[src/rtl/bus_master_arbiter_if.sv]
// Bus bundle between the four requesting masters, the arbiter and the single slave.
// The "master" modport is the arbiter's view (it masters the slave); "slave" is the environment's view.
interface bus_master_arbiter_if;
    logic [3:0]   master_rreq;
    logic [3:0]   master_wreq;
    logic [3:0]   master_lock;
    logic [127:0] master_addr;
    logic [127:0] master_wdata;
    logic [31:0]  master_rdata;
    logic [3:0]   master_acc;
    logic [3:0]   master_err;
    logic         master_busy;
    logic [1:0]   master_grant;
    logic         slave_rreq;
    logic         slave_wreq;
    logic [31:0]  slave_addr;
    logic [31:0]  slave_wdata;
    logic [31:0]  slave_rdata;
    logic         slave_ack;

    modport master (
        input  master_rreq, master_wreq, master_lock, master_addr, master_wdata,
               slave_rdata, slave_ack,
        output master_rdata, master_acc, master_err, master_busy, master_grant,
               slave_rreq, slave_wreq, slave_addr, slave_wdata
    );

    modport slave (
        output master_rreq, master_wreq, master_lock, master_addr, master_wdata,
               slave_rdata, slave_ack,
        input  master_rdata, master_acc, master_err, master_busy, master_grant,
               slave_rreq, slave_wreq, slave_addr, slave_wdata
    );
endinterface

[src/rtl/bus_master_arbiter.sv]
// Four-master round-robin bus arbiter with optional grant lock, single-word slave
// transactions and a watchdog that aborts a transfer the slave never acknowledges.
module bus_master_arbiter #(
    parameter int TIMEOUT_CYCLES = 1023,
    parameter int CNT_W          = 10
) (
    input logic             clk,
    input logic             reset,
    bus_master_arbiter_if.master bus
);

    typedef enum logic [1:0] {
        ST_IDLE  = 2'd0,
        ST_ISSUE = 2'd1,
        ST_WAIT  = 2'd2,
        ST_DONE  = 2'd3
    } state_t;

    localparam logic [CNT_W-1:0] WDOG_LAST = CNT_W'(TIMEOUT_CYCLES - 1);

    state_t           state_reg, state_next;
    logic [1:0]       last_reg, last_next;
    logic [1:0]       grant_reg, grant_next;
    logic [1:0]       lock_id_reg, lock_id_next;
    logic             lock_valid_reg, lock_valid_next;
    logic             write_reg, write_next;
    logic [31:0]      addr_reg, addr_next;
    logic [31:0]      wdata_reg, wdata_next;
    logic [31:0]      rdata_reg, rdata_next;
    logic             err_reg, err_next;
    logic [CNT_W-1:0] wdog_reg, wdog_next;

    logic [3:0]  req;
    logic [31:0] addr_arr  [4];
    logic [31:0] wdata_arr [4];
    logic [3:0]  acc_vec;
    logic [3:0]  err_vec;

    genvar gi;
    generate
        for (gi = 0; gi < 4; gi++) begin : g_master
            assign addr_arr[gi]  = bus.master_addr[32*gi +: 32];
            assign wdata_arr[gi] = bus.master_wdata[32*gi +: 32];
            assign req[gi]       = bus.master_rreq[gi] | bus.master_wreq[gi];
            assign acc_vec[gi]   = (state_reg == ST_DONE) && (grant_reg == 2'(gi));
            assign err_vec[gi]   = acc_vec[gi] & err_reg;
        end
    endgenerate

    // Round-robin winner: first requester after the last granted master.
    logic       rr_found;
    logic [1:0] rr_idx;
    logic [1:0] rr_cand;
    always_comb begin
        rr_found = 1'b0;
        rr_idx   = last_reg;
        rr_cand  = last_reg;
        for (int k = 1; k <= 4; k++) begin
            rr_cand = last_reg + 2'(k);
            if (!rr_found && req[rr_cand]) begin
                rr_found = 1'b1;
                rr_idx   = rr_cand;
            end
        end
    end

    always_ff @(posedge clk or negedge reset) begin
        if (!reset) begin
            state_reg      <= ST_IDLE;
            last_reg       <= 2'd3;
            grant_reg      <= 2'd0;
            lock_id_reg    <= 2'd0;
            lock_valid_reg <= 1'b0;
            write_reg      <= 1'b0;
            addr_reg       <= '0;
            wdata_reg      <= '0;
            rdata_reg      <= '0;
            err_reg        <= 1'b0;
            wdog_reg       <= '0;
        end else begin
            state_reg      <= state_next;
            last_reg       <= last_next;
            grant_reg      <= grant_next;
            lock_id_reg    <= lock_id_next;
            lock_valid_reg <= lock_valid_next;
            write_reg      <= write_next;
            addr_reg       <= addr_next;
            wdata_reg      <= wdata_next;
            rdata_reg      <= rdata_next;
            err_reg        <= err_next;
            wdog_reg       <= wdog_next;
        end
    end

    always_comb begin
        state_next      = state_reg;
        last_next       = last_reg;
        grant_next      = grant_reg;
        lock_id_next    = lock_id_reg;
        lock_valid_next = lock_valid_reg;
        write_next      = write_reg;
        addr_next       = addr_reg;
        wdata_next      = wdata_reg;
        rdata_next      = rdata_reg;
        err_next        = err_reg;
        wdog_next       = wdog_reg;

        unique case (state_reg)
            ST_IDLE: begin
                if (lock_valid_reg && req[lock_id_reg]) begin
                    grant_next = lock_id_reg;
                    state_next = ST_ISSUE;
                end else if (rr_found) begin
                    grant_next = rr_idx;
                    state_next = ST_ISSUE;
                end
                if (state_next == ST_ISSUE) begin
                    addr_next  = addr_arr[grant_next];
                    wdata_next = wdata_arr[grant_next];
                    write_next = bus.master_wreq[grant_next];
                end
            end
            ST_ISSUE: begin
                wdog_next = '0;
                if (bus.slave_ack) begin
                    rdata_next = write_reg ? 32'd0 : bus.slave_rdata;
                    err_next   = 1'b0;
                    state_next = ST_DONE;
                end else begin
                    state_next = ST_WAIT;
                end
            end
            ST_WAIT: begin
                // A real ack wins over a watchdog expiry landing in the same cycle.
                if (bus.slave_ack) begin
                    rdata_next = write_reg ? 32'd0 : bus.slave_rdata;
                    err_next   = 1'b0;
                    state_next = ST_DONE;
                end else if (wdog_reg == WDOG_LAST) begin
                    rdata_next = 32'd0;
                    err_next   = 1'b1;
                    state_next = ST_DONE;
                end else begin
                    wdog_next = wdog_reg + 1'b1;
                end
            end
            ST_DONE: begin
                last_next       = grant_reg;
                lock_valid_next = bus.master_lock[grant_reg];
                lock_id_next    = grant_reg;
                state_next      = ST_IDLE;
            end
            default: state_next = ST_IDLE;
        endcase
    end

    assign bus.master_acc   = acc_vec;
    assign bus.master_err   = err_vec;
    assign bus.master_rdata = (state_reg == ST_DONE) ? rdata_reg : 32'd0;
    assign bus.master_busy  = (state_reg != ST_IDLE);
    assign bus.master_grant = grant_reg;
    assign bus.slave_rreq   = (state_reg == ST_ISSUE) && !write_reg;
    assign bus.slave_wreq   = (state_reg == ST_ISSUE) && write_reg;
    assign bus.slave_addr   = addr_reg;
    assign bus.slave_wdata  = wdata_reg;

endmodule

[src/flat_wrapper.sv]
// flat-port wrapper written by rule: the top's interface ports become plain ports
module bus_master_arbiter_flat 
#(
    parameter int TIMEOUT_CYCLES = 1023,
    parameter int CNT_W          = 10
)
  (clk, reset, bus_master_rreq, bus_master_wreq, bus_master_lock, bus_master_addr, bus_master_wdata, bus_slave_rdata, bus_slave_ack, bus_master_rdata, bus_master_acc, bus_master_err, bus_master_busy, bus_master_grant, bus_slave_rreq, bus_slave_wreq, bus_slave_addr, bus_slave_wdata);
  bus_master_arbiter_if bus_i ();
  input logic clk;
  input logic reset;
  input wire logic [$bits(bus_i.master_rreq)-1:0] bus_master_rreq;
  input wire logic [$bits(bus_i.master_wreq)-1:0] bus_master_wreq;
  input wire logic [$bits(bus_i.master_lock)-1:0] bus_master_lock;
  input wire logic [$bits(bus_i.master_addr)-1:0] bus_master_addr;
  input wire logic [$bits(bus_i.master_wdata)-1:0] bus_master_wdata;
  input wire logic [$bits(bus_i.slave_rdata)-1:0] bus_slave_rdata;
  input wire logic [$bits(bus_i.slave_ack)-1:0] bus_slave_ack;
  output wire logic [$bits(bus_i.master_rdata)-1:0] bus_master_rdata;
  output wire logic [$bits(bus_i.master_acc)-1:0] bus_master_acc;
  output wire logic [$bits(bus_i.master_err)-1:0] bus_master_err;
  output wire logic [$bits(bus_i.master_busy)-1:0] bus_master_busy;
  output wire logic [$bits(bus_i.master_grant)-1:0] bus_master_grant;
  output wire logic [$bits(bus_i.slave_rreq)-1:0] bus_slave_rreq;
  output wire logic [$bits(bus_i.slave_wreq)-1:0] bus_slave_wreq;
  output wire logic [$bits(bus_i.slave_addr)-1:0] bus_slave_addr;
  output wire logic [$bits(bus_i.slave_wdata)-1:0] bus_slave_wdata;
  assign bus_i.master_rreq = bus_master_rreq;
  assign bus_i.master_wreq = bus_master_wreq;
  assign bus_i.master_lock = bus_master_lock;
  assign bus_i.master_addr = bus_master_addr;
  assign bus_i.master_wdata = bus_master_wdata;
  assign bus_i.slave_rdata = bus_slave_rdata;
  assign bus_i.slave_ack = bus_slave_ack;
  assign bus_master_rdata = bus_i.master_rdata;
  assign bus_master_acc = bus_i.master_acc;
  assign bus_master_err = bus_i.master_err;
  assign bus_master_busy = bus_i.master_busy;
  assign bus_master_grant = bus_i.master_grant;
  assign bus_slave_rreq = bus_i.slave_rreq;
  assign bus_slave_wreq = bus_i.slave_wreq;
  assign bus_slave_addr = bus_i.slave_addr;
  assign bus_slave_wdata = bus_i.slave_wdata;
  bus_master_arbiter #(.TIMEOUT_CYCLES(TIMEOUT_CYCLES), .CNT_W(CNT_W)) u_core (.clk(clk), .reset(reset), .bus(bus_i));
endmodule
[config.mk]
export PLATFORM = sky130hd
export DESIGN_NAME = bus_master_arbiter_flat
export DESIGN_NICKNAME = d
export VERILOG_FILES = /design/src/rtl/bus_master_arbiter_if.sv /design/src/rtl/bus_master_arbiter.sv /design/src/flat_wrapper.sv
export SDC_FILE = /design/constraint.sdc
export NUM_CORES = 1
export LEC_CHECK = 0
export ABC_AREA = 1
export ABC_CLOCK_PERIOD_IN_PS = 2200
export CORE_AREA = 2 2 161 163
export DETAILED_ROUTE_END_ITERATION = 7
export DIE_AREA = 0 0 163 165
export PLACE_DENSITY = 0.7
export SLEW_MARGIN = 5
export SYNTH_ARGS = -nofsm -noshare
export SYNTH_HDL_FRONTEND = slang
export SYNTH_SLANG_ARGS = --single-unit
export TNS_END_PERCENT = 30
[constraint.sdc]
create_clock -name clk -period 2.2 [get_ports clk]
set_input_delay 0.44 -clock clk [delete_from_list [all_inputs] [get_ports clk]]
set_output_delay 0.44 -clock clk [all_outputs]
set_load 0.02 [all_outputs]
Word-level counts from Yosys, hierarchy flattened
Index checks and enable logic that the tools add are counted.
Operators by class
  $add $sub $neg: 4
  multipliers: 0
  divide/modulo/power cells: 0
  order comparisons: 8
  equal/unequal tests: 12
  shift-type cells: 0
  muxes and demuxes: 51
  bitwise gates (word level): 9
  reduce and logical (&&, ||, !) cells: 21
Operators by type and width (number)
  $mux W32: 9
  $bmux W32 S2: 2
  $pmux W32 S2: 1
  $mux W2: 12
  $lt A2 B3 Y1 const B: 7
  $mux W10: 2
  $pmux W10 S2: 1
  $mux W1: 15
  $bmux W1 S2: 7
  $add A10 B1 Y10 const B: 1
  $eq A10 B10 Y1 const B: 1
  $logic_and A1 B1 Y1: 10
  $eq A2 B2 Y1 const B: 4
  $pmux W2 S4: 1
  $eq A2 B1 Y1 const B: 3
  $ne A2 B2 Y1 const B: 3
  $reduce_and A3 Y1: 2
  $add A2 B2 Y2 const B: 2
  $and A1 B1 Y1: 4
  $logic_not A1 Y1: 4
  $logic_not A2 Y1: 2
  $or A1 B1 Y1: 4
  $reduce_bool A2 Y1: 2
  $ge A3 B3 Y1 const B: 1
  other kinds (5): 5
Storage, ports and cells
  register bits: 117
  bits in latches: 0
  bits in writable memories: 0
  bits in read-only memories: 0
  input port bits: 303
  output and inout port bits: 109
  logic and storage cells: 116
  memories: 0

Logic depth before layout (Yosys ltp)
Gate-level depths: netlist (run 1).
  depth in word-level cells: 20
  mapped depth: 20
  mapped depth without buffers: 17

Worst setup path after synthesis (run 1)
No wires, ideal clock.
  path type: flip-flop to flip-flop
  start: register u_core.last_reg[0]
  end: register u_core.wdata_reg[10] (netlist: u_core.bus.slave_wdata[10])
  library setup time: 0.117 ns
  arrival: 1.928 ns
  required time: 2.083 ns
  slack: 0.155 ns
  stages on the path, launching flop included: 19
  path buffers: 3
  clock period less this slack: 2.045 ns
  cell sequence: dfstp_2 > buf_4 > inv_6 > nand2_1 > nand2_2 > nand3_1 > nand2_2 > nor2_4 > nand3_2 > nand3_2 > nand2_4 > nand2_2 > buf_6 > buf_2 > nand2_1 > nand3_1 > nand2_1 > nand2_1 > nand2_1
On the way
  longest elaborated chain between the ends: 20
  elaborated cells between the ends (all ways): 37
RTL lines
  from (decl): RTL line bus_master_arbiter.sv:22  | logic [1:0] last_reg, last_next;
  from (signal assigned): RTL line bus_master_arbiter.sv:82  | last_reg <= last_next;
  $add A2 B1 Y2: RTL line bus_master_arbiter.sv:59  | rr_cand = last_reg + 2'(k);
  $bmux W1 S2: RTL line bus_master_arbiter.sv:60  | if (!rr_found && req[rr_cand]) begin
  $mux W1 (implied by the code): RTL line bus_master_arbiter.sv:60
  $mux W1: RTL line bus_master_arbiter.sv:60
  $logic_not A1 Y1: RTL line bus_master_arbiter.sv:60
  $logic_and A1 B1 Y1: RTL line bus_master_arbiter.sv:60
  $mux W1: RTL line bus_master_arbiter.sv:60
  $logic_not A1 Y1: RTL line bus_master_arbiter.sv:60
  (+3 left out)
  $logic_and A1 B1 Y1: RTL line bus_master_arbiter.sv:60
  $mux W2 or $mux W1 (tied branches): RTL line bus_master_arbiter.sv:60
  $mux W2: RTL line bus_master_arbiter.sv:113  | end else if (rr_found) begin
  $mux W2: RTL line bus_master_arbiter.sv:110  | if (lock_valid_reg && req[lock_id_reg]) begin
  $mux W2: RTL line bus_master_arbiter.sv:108  | unique case (state_reg)
  $not A2 Y3 (implied by the code): RTL line bus_master_arbiter.sv:119  | wdata_next = wdata_arr[grant_next];
  $bmux W32 S2: RTL line bus_master_arbiter.sv:119
  $mux W32 (implied by the code) (2 in series): RTL line bus_master_arbiter.sv:119
  to (signal assigned): RTL line bus_master_arbiter.sv:88  | wdata_reg <= wdata_next;
  to (decl): RTL line bus_master_arbiter.sv:28  | logic [31:0] wdata_reg, wdata_next;
Parallel ways exist; a longest one is shown, timed or not. The select of a mux whose other input is x is not followed.
A chain may end at the register's enable or synchronous reset.

Worst setup path after layout (run 1)
  start: register u_core.last_reg[0]
  end: register u_core.wdata_reg[9] (netlist: u_core.bus.slave_wdata[9])
The elaborated chain is that of the path after synthesis.

==> flow_metrics.py, run 1 <==
metrics = {
    "min_path": {
        "hp-class": "flip-flop to flip-flop",
        "whs_endpoint": "u_core.bus.slave_addr[2]",
        "hp-start": "u_core.bus.slave_addr[2]",
        "holdPathStages": 2,
    },
    "placed_design": {
        "gp_congestion": 0.928,
        "io_buffers": 411,
        "placed_area_um2": 13700,
        "place_hpwl_mm": 25.1,
        "dp_slack_ps": -568,
    },
    "logic_synthesis": {
        "synth_warnings": 0,
        "postSynthCellCount": 1478,
        "netlist_area_um2": 8760,
        "synth_seq_cells": 117,
        "yosysSeqAreaShare_pct": 33.4,
        "avgSynthCellArea_um2": 5.93,
        "syn-num-nets": 1787,
        "yosysUniqueCellTypes": 29,
    },
    "grt": {
        "first_global_vias": 10100,
        "globalRouteTotalUtil_pct": 24.6,
        "grt_pass1_wl_mm": 52.0,
        "overflow": 0,
        "antenna_found_initial": 2,
        "grt_max_degree": 57,
    },
    "layout": {
        "design_area_um2": 15100,
        "final_nets": 2223,
        "area_delta_synth_final_pct": 72.0,
        "nFillCells": 2326,
        "drive_gt1_share_pct": 12.2,
        "final_util_pct": 60.2,
    },
    "timing": {
        "rsz0062_at_grt": "true",
        "min_period_ps": 2410,
        "slew_viol_final": 0,
        "setup_slack_ps": -212,
        "max_freq_mhz": 415,
        "hold_violations": 0,
        "skew_ps": 14.7,
        "worst_pin_slew_ps": 532,
        "period_share_pct": 110,
        "setup_viol": 65,
        "slew_headroom_pct": 64.5,
    },
    "setup_path": {
        "start_kind": "flip-flop",
        "worst-path-max-fanout": 8,
        "timing.critical_path.mode_cell": "nand2_1",
        "critPathKind": "flip-flop to flip-flop",
        "worst_path_largest_cell_delay_ps": 600,
        "r2r_end": "u_core.bus.slave_wdata[9]",
        "regToRegStartpoint": "u_core.last_reg[0]",
        "end_kind": "flip-flop",
        "slowest_stage": "dfstp_2",
        "r2r_slack_ps": -210,
        "cp_top_family": "simple AND/OR/NAND/NOR gates",
        "required_ps": 2510,
        "cp_num_buf_inv": 5,
        "worstPathCellList": "clkinv_4, nand2_2, nand2_4, nand3_2, nand2_2, nor2_4, nand4_1, nand2_1, inv_2, nand2_8, buf_12, clkbuf_16, buf_8, nand3_1, nand3_1, nand2_1, nand2_1, nand2_1",
        "rr_worst_depth": 18,
        "cp_data_arrival_time_ps": 2720,
    },
    "clock_network": {
        "cts-root-buf": "clkbuf_16",
        "cts_tree": "done",
        "cts.clk_slew.worst_paths_ps": 60,
        "cts_buffer_depth": 2,
        "numCtsBuffers": 17,
        "cts.sinks": 117,
        "insertion_delay_ps": 420,
        "h-tree-depth": 4,
    },
    "drt": {
        "dr.pass1.iters": 6,
        "dr_total_vias": 10900,
        "wl_per_cell_um": 16.3,
        "routed_via_density": 4.82,
        "wirelength_mm": 36.8,
        "drt_iter0_drc": 937,
        "drcViolationCount": 0,
        "ant_nets": 0,
    },
    "flow_run": {
        "cap_violations": 0,
    },
    "run_status": {
        "violations": "negative setup slack",
        "status": "finished, violations left",
    },
    "die": {
        "core.rowCount": 58,
        "die_area_um2": 26900,
        "die_x_um": 163,
        "die_h_um": 165,
        "io_pins": 412,
        "initial_core_util_pct": 35.0,
        "design.core.area_um2": 25000,
    },
    "power": {
        "leakage_nw": 8.38,
        "switching_share_pct": 48.7,
        "peakVddDrop_mv": 0.962,
        "intPower_mw": 12.9,
        "power_frac_clock_pct": 12.3,
        "p_sw_mw": 12.3,
        "power_density_nw_per_um2": 1670,
        "seqPwrFrac_pct": 14.9,
        "p_comb_share_pct": 72.9,
    },
}
-- layout by cell type, fill, tap and decap left out, types with 4 or more instances in the layout --
| master | n |
|---|---|
| bufinv_16 | 4 |
| clkdlybuf4s15_2 | 6 |
| a21oi_1 | 8 |
| ha_1 | 5 |
| buf_6 | 12 |
| nor2_4 | 5 |
| nand3_2 | 35 |
| nor2_1 | 21 |
| nand3_1 | 267 |
| clkinv_4 | 5 |
| buf_12 | 23 |
| clkdlybuf4s50_1 | 367 |
| clkbuf_16 | 29 |
| nand2_1 | 508 |
| nand2_4 | 4 |
| buf_2 | 12 |
| nor2_2 | 5 |
| dfrtp_1 | 115 |
| o21ai_0 | 47 |
| inv_6 | 6 |
| dlygate4sd2_1 | 21 |
| nor3_1 | 4 |
| buf_4 | 46 |
| inv_1 | 318 |
| nand2_2 | 19 |
-- final cells by class --
cell class                      count  area, um2  share of cell area (%)
Clock inverter                     15        218                    1.44
Clock buffer                       17        425                    2.82
Inverter                          323       1220                    8.13
Antenna cell                        2       5.00                  0.0332
Timing Repair Buffer              507       5340                    35.4
Multi-Input combinational cell    948       4510                    29.9
Sequential cell                   117       2930                    19.4
Tap cell                          330        413                    2.74
-- logic make-up (layout without fill, tap and decap cells) --
family,after synthesis,count (layout),synth area share (%)
AND/OR/NAND/NOR,878,878,42.6
buffers and inverters,413,862,19.3
adder cells (fa/ha/maj),6,6,0.857
other,0,2,0
XOR/XNOR,1,1,0.100
AO/OA/AOI/OAI,63,63,3.71
flip-flops,117,117,33.4
-- per-layer routing --
metal  part of all wire (%)  global-route usage (%)  up-vias  wire [um]
met5                      0                       0        -          0
met4                    5.0                    12.5        0       1850
met3                    8.3                    5.95      108       3040
met2                     47                    41.9      529      17400
met1                     39                    28.8     4908      14500
li1                       -                       -     5337          -
-- tightest hold or removal path, stage by stage (launching register included) --
cell and delay (ps):
dfrtp_1 340, nand2_1 50, nand2_1 50
-- worst max-delay path by stage --
stage                             startpoint                          to  depth (start not counted)
after floorplan           u_core.last_reg[0]  u_core.bus.slave_wdata[10]                         18
after global placement    bus_master_wreq[0]    u_core.bus.slave_addr[4]                         18
after detailed placement  bus_master_wreq[0]   u_core.bus.slave_wdata[1]                         17
after CTS                 u_core.last_reg[0]    u_core.bus.slave_addr[4]                         16
final                     u_core.last_reg[0]   u_core.bus.slave_wdata[9]                         18
after global routing      u_core.last_reg[0]   u_core.bus.slave_wdata[9]                         18
-- cells in the mapped netlist (all sizes together) --
library cell / instances / area [um2]
inv: 323 / 1220
nand4: 2 / 12.5
a31oi: 1 / 6.26
a211oi: 1 / 7.51
o211ai: 1 / 7.51
a21oi: 8 / 40.0
dfstp: 2 / 52.6
a221oi: 1 / 8.76
o21ai: 51 / 255
clkbuf: 35 / 131
nand3: 305 / 1540
buf: 55 / 340
xor2: 1 / 8.76
nor2: 31 / 124
nor3: 7 / 35.0
ha: 6 / 75.1
dfrtp: 115 / 2880
nand2: 533 / 2020
-- repair_timing --
action	CTS	global route
endpoints found under the hold margin	2	0
hold buffers	1	0
gates cloned	0	15
pin swaps	0	25
buffers inserted	0	6
setup endpoints to repair	108	112
gates resized for setup	98	104
-- through the flow --
step	power, mW	hold WS [ps]	cells	TNS (ps)
2_1_floorplan	13.3	144	1478	0
3_3_place_gp	19.1	453	2203	-34550
3_5_place_dp	19.3	451	2203	-35300
4_1_cts	22.5	480	2236	-1580
5_1_grt	27.0	495	2259	-15990
6_report	25.2	474	2259	-8050
-- power by group through the flow --
stage	clock network, mW	registers, mW	logic (mW)
after floorplan	0	4.33	8.97
after global placement	0	3.74	15.4
after detailed placement	0	3.75	15.6
after CTS	3.15	3.74	15.6
after global routing	3.26	3.83	19.9
final	3.09	3.74	18.3
(Power assumes the default switching activity.)
==> inputs of run 2 (changes only) <==
GPL_ROUTABILITY_DRIVEN = 0   (was not set)
==> flow_metrics.py, run 2 (synthesis gave the netlist of run 1 again) <==
metrics = {
    "run_status": {
        "status": "finished, violations left",
        "violations": "negative setup slack",
    },
    "timing": {
        "worst_pin_slew_ps": 490,
        "skew_ps": 13.5,
        "slew_headroom_pct": 67.3,
        "min_period_ps": 2370,
        "setup_viol": 65,
        "period_share_pct": 108,
        "max_freq_mhz": 422,
        "slew_viol_final": 0,
        "hold_violations": 0,
        "setup_slack_ps": -169,
        "rsz0062_at_grt": "true",
    },
    "die": {
        "die_h_um": 165,
        "design.core.area_um2": 25000,
        "initial_core_util_pct": 35.0,
        "die_x_um": 163,
        "die_area_um2": 26900,
        "io_pins": 412,
        "core.rowCount": 58,
    },
    "power": {
        "switching_share_pct": 49.4,
        "seqPwrFrac_pct": 15.9,
        "power_frac_clock_pct": 11.6,
        "leakage_nw": 8.18,
        "intPower_mw": 12.0,
        "power_density_nw_per_um2": 1620,
        "p_sw_mw": 11.8,
        "p_comb_share_pct": 72.6,
        "peakVddDrop_mv": 1.21,
    },
    "drt": {
        "routed_via_density": 4.79,
        "wl_per_cell_um": 16.1,
        "ant_nets": 0,
        "dr.pass1.iters": 6,
        "drt_iter0_drc": 913,
        "drcViolationCount": 0,
        "dr_total_vias": 10800,
        "wirelength_mm": 36.1,
    },
    "placed_design": {
        "place_hpwl_mm": 25.8,
        "io_buffers": 411,
        "dp.cells": 2203,
        "dp_slack_ps": -617,
        "placed_area_um2": 13700,
    },
    "clock_network": {
        "cts_buffer_depth": 2,
        "cts.sinks": 117,
        "h-tree-depth": 4,
        "numCtsBuffers": 17,
        "cts.clk_slew.worst_paths_ps": 60,
        "cts_tree": "done",
        "insertion_delay_ps": 420,
        "cts-root-buf": "clkbuf_16",
    },
    "grt": {
        "overflow": 0,
        "antenna_found_initial": 1,
        "grt_max_degree": 66,
        "first_global_vias": 10200,
        "globalRouteTotalUtil_pct": 24.8,
        "grt_pass1_wl_mm": 52.8,
    },
    "layout": {
        "multi_input_area_um2": 4300,
        "final_util_pct": 58.9,
        "layout.cells.non_filler": 2252,
        "design_area_um2": 14700,
        "area_delta_synth_final_pct": 68.2,
        "nFillCells": 2379,
        "layout_common_cells": "521 x nand2_1, 367 x clkdlybuf4s50_1, 318 x inv_1, 297 x nand3_1, 114 x dfrtp_1",
        "register_area_um2": 2930,
        "layout_commonest_cell": "nand2_1",
        "drive_gt1_share_pct": 10.1,
        "final_nets": 2217,
    },
    "setup_path": {
        "r2r_end": "u_core.bus.slave_addr[4]",
        "cp_data_arrival_time_ps": 2670,
        "required_ps": 2500,
        "rr_worst_depth": 16,
        "regToRegStartpoint": "u_core.last_reg[0]",
        "start_kind": "flip-flop",
        "r2r_slack_ps": -170,
        "end_kind": "flip-flop",
        "worst-path-max-fanout": 14,
        "critPathKind": "flip-flop to flip-flop",
    },
    "flow_run": {
        "cap_violations": 0,
    },
    "min_path": {
        "hp-class": "primary input to async pin",
    },
}
==> run 2: cell types whose count changed in the layout (fill, tap and decap cells not counted), moves of 4 or more <==
cell             change
dlygate4sd2_1       -11
nand2_1             +13
buf_6                -8
nand3_1             +30
clkinv_4             -4
clkdlybuf4s15_2     +16
nand3_2             -27
nand2_2             -13
buf_2                -6
==> run 2: routing by layer <==
metal  track usage [%]  wire length, um  up-vias
met5                 0                0        -
met4              8.85             1230        0
met3              5.88             2910       83
met2              43.4            17500      487
met1              29.9            14500     4902
li1                  -                -     5317
==> run 2: power by group through the flow <==
| stage | logic, mW | registers (mW) | clock network [mW] |
|---|---|---|---|
| after global placement | 15.5 | 3.75 | 0 |
| after detailed placement | 15.6 | 3.77 | 0 |
| after CTS | 15.7 | 3.76 | 2.81 |
| after global routing | 18.8 | 3.88 | 2.91 |
| final | 17.3 | 3.77 | 2.75 |
| after floorplan | 8.97 | 4.33 | 0 |
==> run 2: repair_timing <==
item                                   CTS  global route
pin swaps                                6             2
buffers inserted                         0             2
cloned                                   0            13
endpoints found under the hold margin    9             0
resized for setup                      120            37
setup endpoints to repair              109           103
hold buffers                             1             0
==> run 2: through the flow <==
step	TNS, ps	power [mW]	hold WS, ps
after global placement	-35420	19.2	301
after detailed placement	-37060	19.4	306
after global routing	-17070	25.6	405
after CTS	-1130	22.3	391
after floorplan	0	13.3	144
final	-7440	23.8	407
==> run 2: cell type report <==
type / count / share of cell area, %
inverter: 323 / 8.31
timing repair buffer: 500 / 35.9
multi-input combinational: 949 / 29.2
clock inverter: 14 / 0.942
clock buffer: 18 / 2.98
sequential: 117 / 19.9
tap: 330 / 2.80
antenna: 1 / 0.0170
==> run 2: worst max-delay path by stage <==
stage | from | endpoint | slack (ps) | cells after the start
after floorplan | u_core.last_reg[0] | u_core.bus.slave_wdata[10] | 160 | 18
after global placement | bus_master_wreq[0] | u_core.write_reg | -590 | 16
after detailed placement | bus_master_wreq[0] | u_core.write_reg | -620 | 16
after CTS | u_core.last_reg[0] | u_core.write_reg | -120 | 16
after global routing | u_core.last_reg[0] | u_core.bus.slave_addr[4] | -310 | 16
final | u_core.last_reg[0] | u_core.bus.slave_addr[4] | -170 | 16
==> run 2: critical path: stages, from the launching register on <==
cell and delay, ps:
dfstp_2 640, inv_6 80, nand2_1 80, nand2_2 70
nand3_2 70, nand2_2 80, nor2_4 130, nand3_2 100
nand3_2 130, nand2_8 130, nand2_4 210, clkbuf_16 210
nand2_1 70, nand3_2 80, nand2_1 50, nand2_1 50
nand2_1 50
